==> config.mk <==
export PLATFORM = sky130hd
export DESIGN_NAME = median_11_stream_ctrl
export DESIGN_NICKNAME = d
export VERILOG_FILES = /design/src/rtl/median_11_stream_ctrl.sv
export SDC_FILE = /design/constraint.sdc
export NUM_CORES = 1
export LEC_CHECK = 0
export ABC_AREA = 0
export CORE_AREA = 5 5 328 330
export CTS_CLUSTER_DIAMETER = 100
export DETAILED_ROUTE_END_ITERATION = 12
export DIE_AREA = 0 0 333 335
export GPL_ROUTABILITY_DRIVEN = 0
export GPL_TIMING_DRIVEN = 0
export PLACE_DENSITY = 0.47
export SYNTH_ARGS = -nofsm -noshare
export SYNTH_HDL_FRONTEND = slang
export SYNTH_SLANG_ARGS = --single-unit
==> constraint.sdc <==
create_clock -name clk -period 20.9 [get_ports clk]
set_input_delay 4.18 -clock clk [delete_from_list [all_inputs] [get_ports clk]]
set_output_delay 4.18 -clock clk [all_outputs]
set_load 0.03 [all_outputs]
==> src/rtl/median_11_stream_ctrl.sv <==
// Streaming front end for the 11-input median sort network: keeps an 11-deep
// sliding window, triggers evaluations at a programmable stride and registers
// the network's min/median/max behind a valid/ready output.
module median_11_stream_ctrl #(
  parameter int W      = 32,
  parameter int STRIDE = 1
) (
  input  logic            clk,
  input  logic            rst,
  input  logic            in_valid,
  output logic            in_ready,
  input  logic [W-1:0]    in_data,
  input  logic            in_last,
  output logic [11*W-1:0] net_data,
  input  logic [11*W-1:0] net_sort,
  output logic            out_valid,
  input  logic            out_ready,
  output logic [W-1:0]    out_median,
  output logic [W-1:0]    out_min,
  output logic [W-1:0]    out_max,
  output logic            out_last,
  output logic [15:0]     drop_cnt,
  output logic [3:0]      win_fill
);

  localparam int         N        = 11;
  localparam logic [3:0] FULL     = 4'd11;
  localparam logic [3:0] STRIDE_L = 4'(STRIDE);

  logic [W-1:0] win [N];
  logic [3:0]   stride_cnt;
  logic         eval;
  logic         eval_last;

  logic         accept;
  logic         capture;
  logic         emit;
  logic         emit_last;
  logic         frame_drop;
  logic [3:0]   fill_next;
  logic [3:0]   stride_inc;
  logic [3:0]   stride_next;

  // The network only reports min, median and max back to the consumer.
  logic sort_unused;
  assign sort_unused = ^{net_sort[6*W +: 4*W], net_sort[W +: 4*W]};

  for (genvar k = 0; k < N; k++) begin : g_net
    assign net_data[k*W +: W] = win[k];
  end

  // A pending evaluation pins the window until its result can be captured.
  assign in_ready   = !eval || !out_valid || out_ready;
  assign accept     = in_valid && in_ready;
  assign capture    = eval && (!out_valid || out_ready);
  assign stride_inc = stride_cnt + 4'd1;

  // NOTE: every output of a combinational block gets a default first, so no
  // path through the if/else tree can leave a value held and infer a latch.
  always_comb begin
    fill_next   = (win_fill == FULL) ? FULL : win_fill + 4'd1;
    stride_next = stride_cnt;
    emit        = 1'b0;
    emit_last   = 1'b0;
    frame_drop  = 1'b0;

    if (win_fill == FULL) begin
      stride_next = stride_inc;
      if (stride_inc == STRIDE_L) begin
        emit        = 1'b1;
        stride_next = '0;
      end
    end else if (fill_next == FULL) begin
      emit        = 1'b1;
      stride_next = '0;
    end

    // Frame end: a full window always reports, a short one is discarded.
    if (in_last) begin
      stride_next = '0;
      if (fill_next == FULL) begin
        emit      = 1'b1;
        emit_last = 1'b1;
      end else begin
        frame_drop = 1'b1;
      end
    end
  end

  // NOTE: the window is reset even though it is storage, because net_data
  // exposes it directly and downstream sees defined values out of reset.
  always_ff @(posedge clk) begin
    if (rst) begin
      for (int k = 0; k < N; k++) win[k] <= '0;
    end else if (accept) begin
      for (int k = 0; k < N-1; k++) win[k] <= win[k+1];
      win[N-1] <= in_data;
    end
  end

  // NOTE: sequential state uses non-blocking assignments only, so every read
  // in this block sees the value from before the edge.
  always_ff @(posedge clk) begin
    if (rst) begin
      win_fill   <= '0;
      stride_cnt <= '0;
      drop_cnt   <= '0;
      eval       <= 1'b0;
      eval_last  <= 1'b0;
    end else begin
      if (accept) begin
        win_fill   <= in_last ? 4'd0 : fill_next;
        stride_cnt <= stride_next;
        if (frame_drop && drop_cnt != 16'hFFFF) drop_cnt <= drop_cnt + 16'd1;
      end

      if (accept && emit) begin
        eval      <= 1'b1;
        eval_last <= emit_last;
      end else if (capture) begin
        eval <= 1'b0;
      end
    end
  end

  always_ff @(posedge clk) begin
    if (rst) begin
      out_valid  <= 1'b0;
      out_median <= '0;
      out_min    <= '0;
      out_max    <= '0;
      out_last   <= 1'b0;
    end else if (capture) begin
      out_valid  <= 1'b1;
      out_min    <= net_sort[0 +: W];
      out_median <= net_sort[5*W +: W];
      out_max    <= net_sort[10*W +: W];
      out_last   <= eval_last;
    end else if (out_ready) begin
      out_valid <= 1'b0;
    end
  end

endmodule

==> results.md <==
- IO Count: 860
- Vias/cell: 3.668
- Crit start category: primary input
- Worst path slowest cell: clkdlybuf4s50_1
- Library cells used by synthesis: between 40 and 50
- Die width: approximately 330 µm
- Total GRT Usage: 11.70%
- Average wire per standard cell: 19.74 µm
- Post-CTS Hold Buffers: 0
- Synthesized cell area: roughly 0.018 mm²
- CP max stage delay: 770 ps
- Most frequent cells in the layout: 602 x clkdlybuf4s50_1, 352 x edfxtp_1, 322 x and2_1
- Clk slew on worst S/H paths: about 50 ps
- Fin crit period: about 10000 ps
- Max-cap violations: 0
- Worst path most repeated cell: clkdlybuf4s50_1
- Share of layout cells above drive strength 1: 5.007%
- Pin count of the biggest net entering global routing: 68
- Area growth, synth to finish: 55.63%
- Slew at the pin closest to its max-slew limit: approximately 1200 ps
- Crit path DAT: 5680 ps
- Ys Warns: 0
- Slew margin rel.: 21.21%
- I/O Buffers: about 600
- Achievable Freq: 0.1014 GHz
- Fraction of registers with async set or reset after synthesis: 0%
- FF+latch count, synth: approximately 480
- HPWL Detailed: 53.43 mm
- Mapped Cells: 1346
- Part of the cycle the worst path needs: 47.20%
- CTS Buffer Depth: 3
- Critical path type: primary input to output pin
- Worst Path Max Fanout: 6
- Die Area: 0.1116 mm²
- LEAKAGE: 9.591 nW
- Starting DRC count in detailed routing: 704
- Starting density of the core: between 15 and 20%
- PD cells: roughly 86 mW/mm²
- First-pass GRT wire length: 95.96 mm
- Vias in the first global route: 13408
- Global route overflow: 0
- Worst clock skew: approximately 26 ps
- Area after DPL: around 0.026 mm²
- Setup TNS: 0 ps
- Primary FF master, synth: edfxtp_1
- Post-CTS sizing: 0
- Die Height: ~340 µm
- Commonest non-fill, non-tap cell in the layout: clkdlybuf4s50_1
- Residual DRC count: 0
- Crit end category: output pin
- Syn avg cell area: about 13 µm²
- Number of CTS-inserted buffers: 57
- Final Slew Violations: 0
- Fill cells: around 11000
- Clock Sinks: 476
- Sequential-to-total area share from yosys stat: between 70% and 80%
- EDFF count, synth: 352
- Vias: between 10000 and 15000
- Clk Latency, worst-skew pair: 650 ps
- Post-synth net total: 1739
- Run status: finished clean
- Data required, critical path: 16720 ps
- Initial DRT Pass Iterations: 5
- RSZ-0062 raised after global routing: no
- Fin. Hold Viols: 0
- Final setup fails: 0
- Hold crit path type: flop to flop
- Pwr Total: 2.368 mW
- Design area: approximately 0.028 mm²
- Critical path, cell by cell: clkdlybuf4s50_1, nand3b_1, clkdlybuf4s50_1
- Peak VDD IR: 0.05208 mV
- CTS tree: yes
- Core Rows: 119
- Initial antenna violation count: 7
- # nets final: 2405
- Root Driver: clkbuf_16
- WL final: 68.14 mm
- Core area: 0.1045 mm²
- Post-route antenna net violation count: 0
- CTS H-tree lvls: 2
- # Post-CTS Setup Buffers: 0
cell usage after synthesis (2+ instances only):
cell	count	area, µm²
nand2b_1	4	25.02
ha_1	4	50.05
clkbuf_1	71	266.5
nand2_1	203	762.0
nor3_1	2	10.01
a21oi_1	117	585.6
a2111o_1	2	22.52
nand3_1	13	65.06
a211o_1	2	17.52
nor2b_1	41	256.5
or4_1	6	45.04
nor2_1	18	67.56
mux2_2	5	56.30
o21ai_0	8	40.04
nand4_1	7	43.79
edfxtp_1	352	10570
o31ai_1	5	37.54
mux2i_1	2	20.02
dfxtp_1	124	2482
nor4_1	3	18.77
inv_1	9	33.78
and2_1	322	2014
or3_1	4	25.02
buf_1	5	18.77
through the flow:
step                      instances  setup WS (ps)  util (%)  hold WS (ps)
final                          3452          11040     26.32         453.7
after global routing           3448          10980     26.31         463.1
after CTS                      3448          10990     26.31         456.4
after detailed placement       3344          11000     24.48         448.5
after global placement         3339           1029     24.34         444.9
after floorplan                1346           6705         -         444.6
cell families after synthesis:
kind of cell / Yosys count / share of synthesized area (%)
xor+xnor: 2 / 0.09913
buf+inv: 86 / 1.833
flops: 476 / 73.85
fa+ha+maj: 5 / 0.3469
compound gates: 140 / 4.262
simple gates: 630 / 19.18
mux: 7 / 0.4318
routing by layer:
layer / share of wire, % / global-route usage, %
met1: 39 / 13.19
met4: 2.6 / 3.264
met3: 11 / 5.559
met2: 47 / 19.89
met5: 0 / 0
where the power goes:
part           internal (mW)  switching, mW
Clock                  0.586          0.421
Sequential              1.06         0.0284
Combinational          0.108          0.164
Total                   1.76          0.613
final timing paths:
path / start / end / slack (ps) / cells after the start
min reg2reg: out_max[19] / out_max[19] / 450 / 2
min: out_max[19] / out_max[19] / 450 / 2
max: out_ready / in_ready / 11040 / 3
max reg2reg: eval / win[9][3] / 17230 / 6
critical path: cells and delay by family:
| family | cells | cell delay, ps |
|---|---|---|
| buffers and inverters | 2 | 1260 |
| AND/OR/NAND/NOR | 1 | 250 |
flip-flops by register name (all words and copies together), names as in the netlist:
signal and cells:
win 352, out_max 32, out_median 32, out_min 32, drop_cnt 16, stride_cnt 4, win_fill 4, eval 1
eval_last 1, out_last 1, out_valid 1
layout make-up:
| cell class | instances | area [µm²] | share of cell area [%] |
|---|---|---|---|
| clock buffer | 71 | 1530 | 5.563 |
| tap | 1391 | 1740 | 6.327 |
| clock inverter | 33 | 380.4 | 1.383 |
| sequential | 476 | 13050 | 47.45 |
| timing repair buffer | 607 | 6163 | 22.41 |
| inverter | 9 | 33.78 | 0.1228 |
| buffer | 77 | 290.3 | 1.055 |
| multi-input combinational | 784 | 4305 | 15.65 |
| antenna | 4 | 10.01 | 0.03639 |
(Power assumes the default switching activity.)
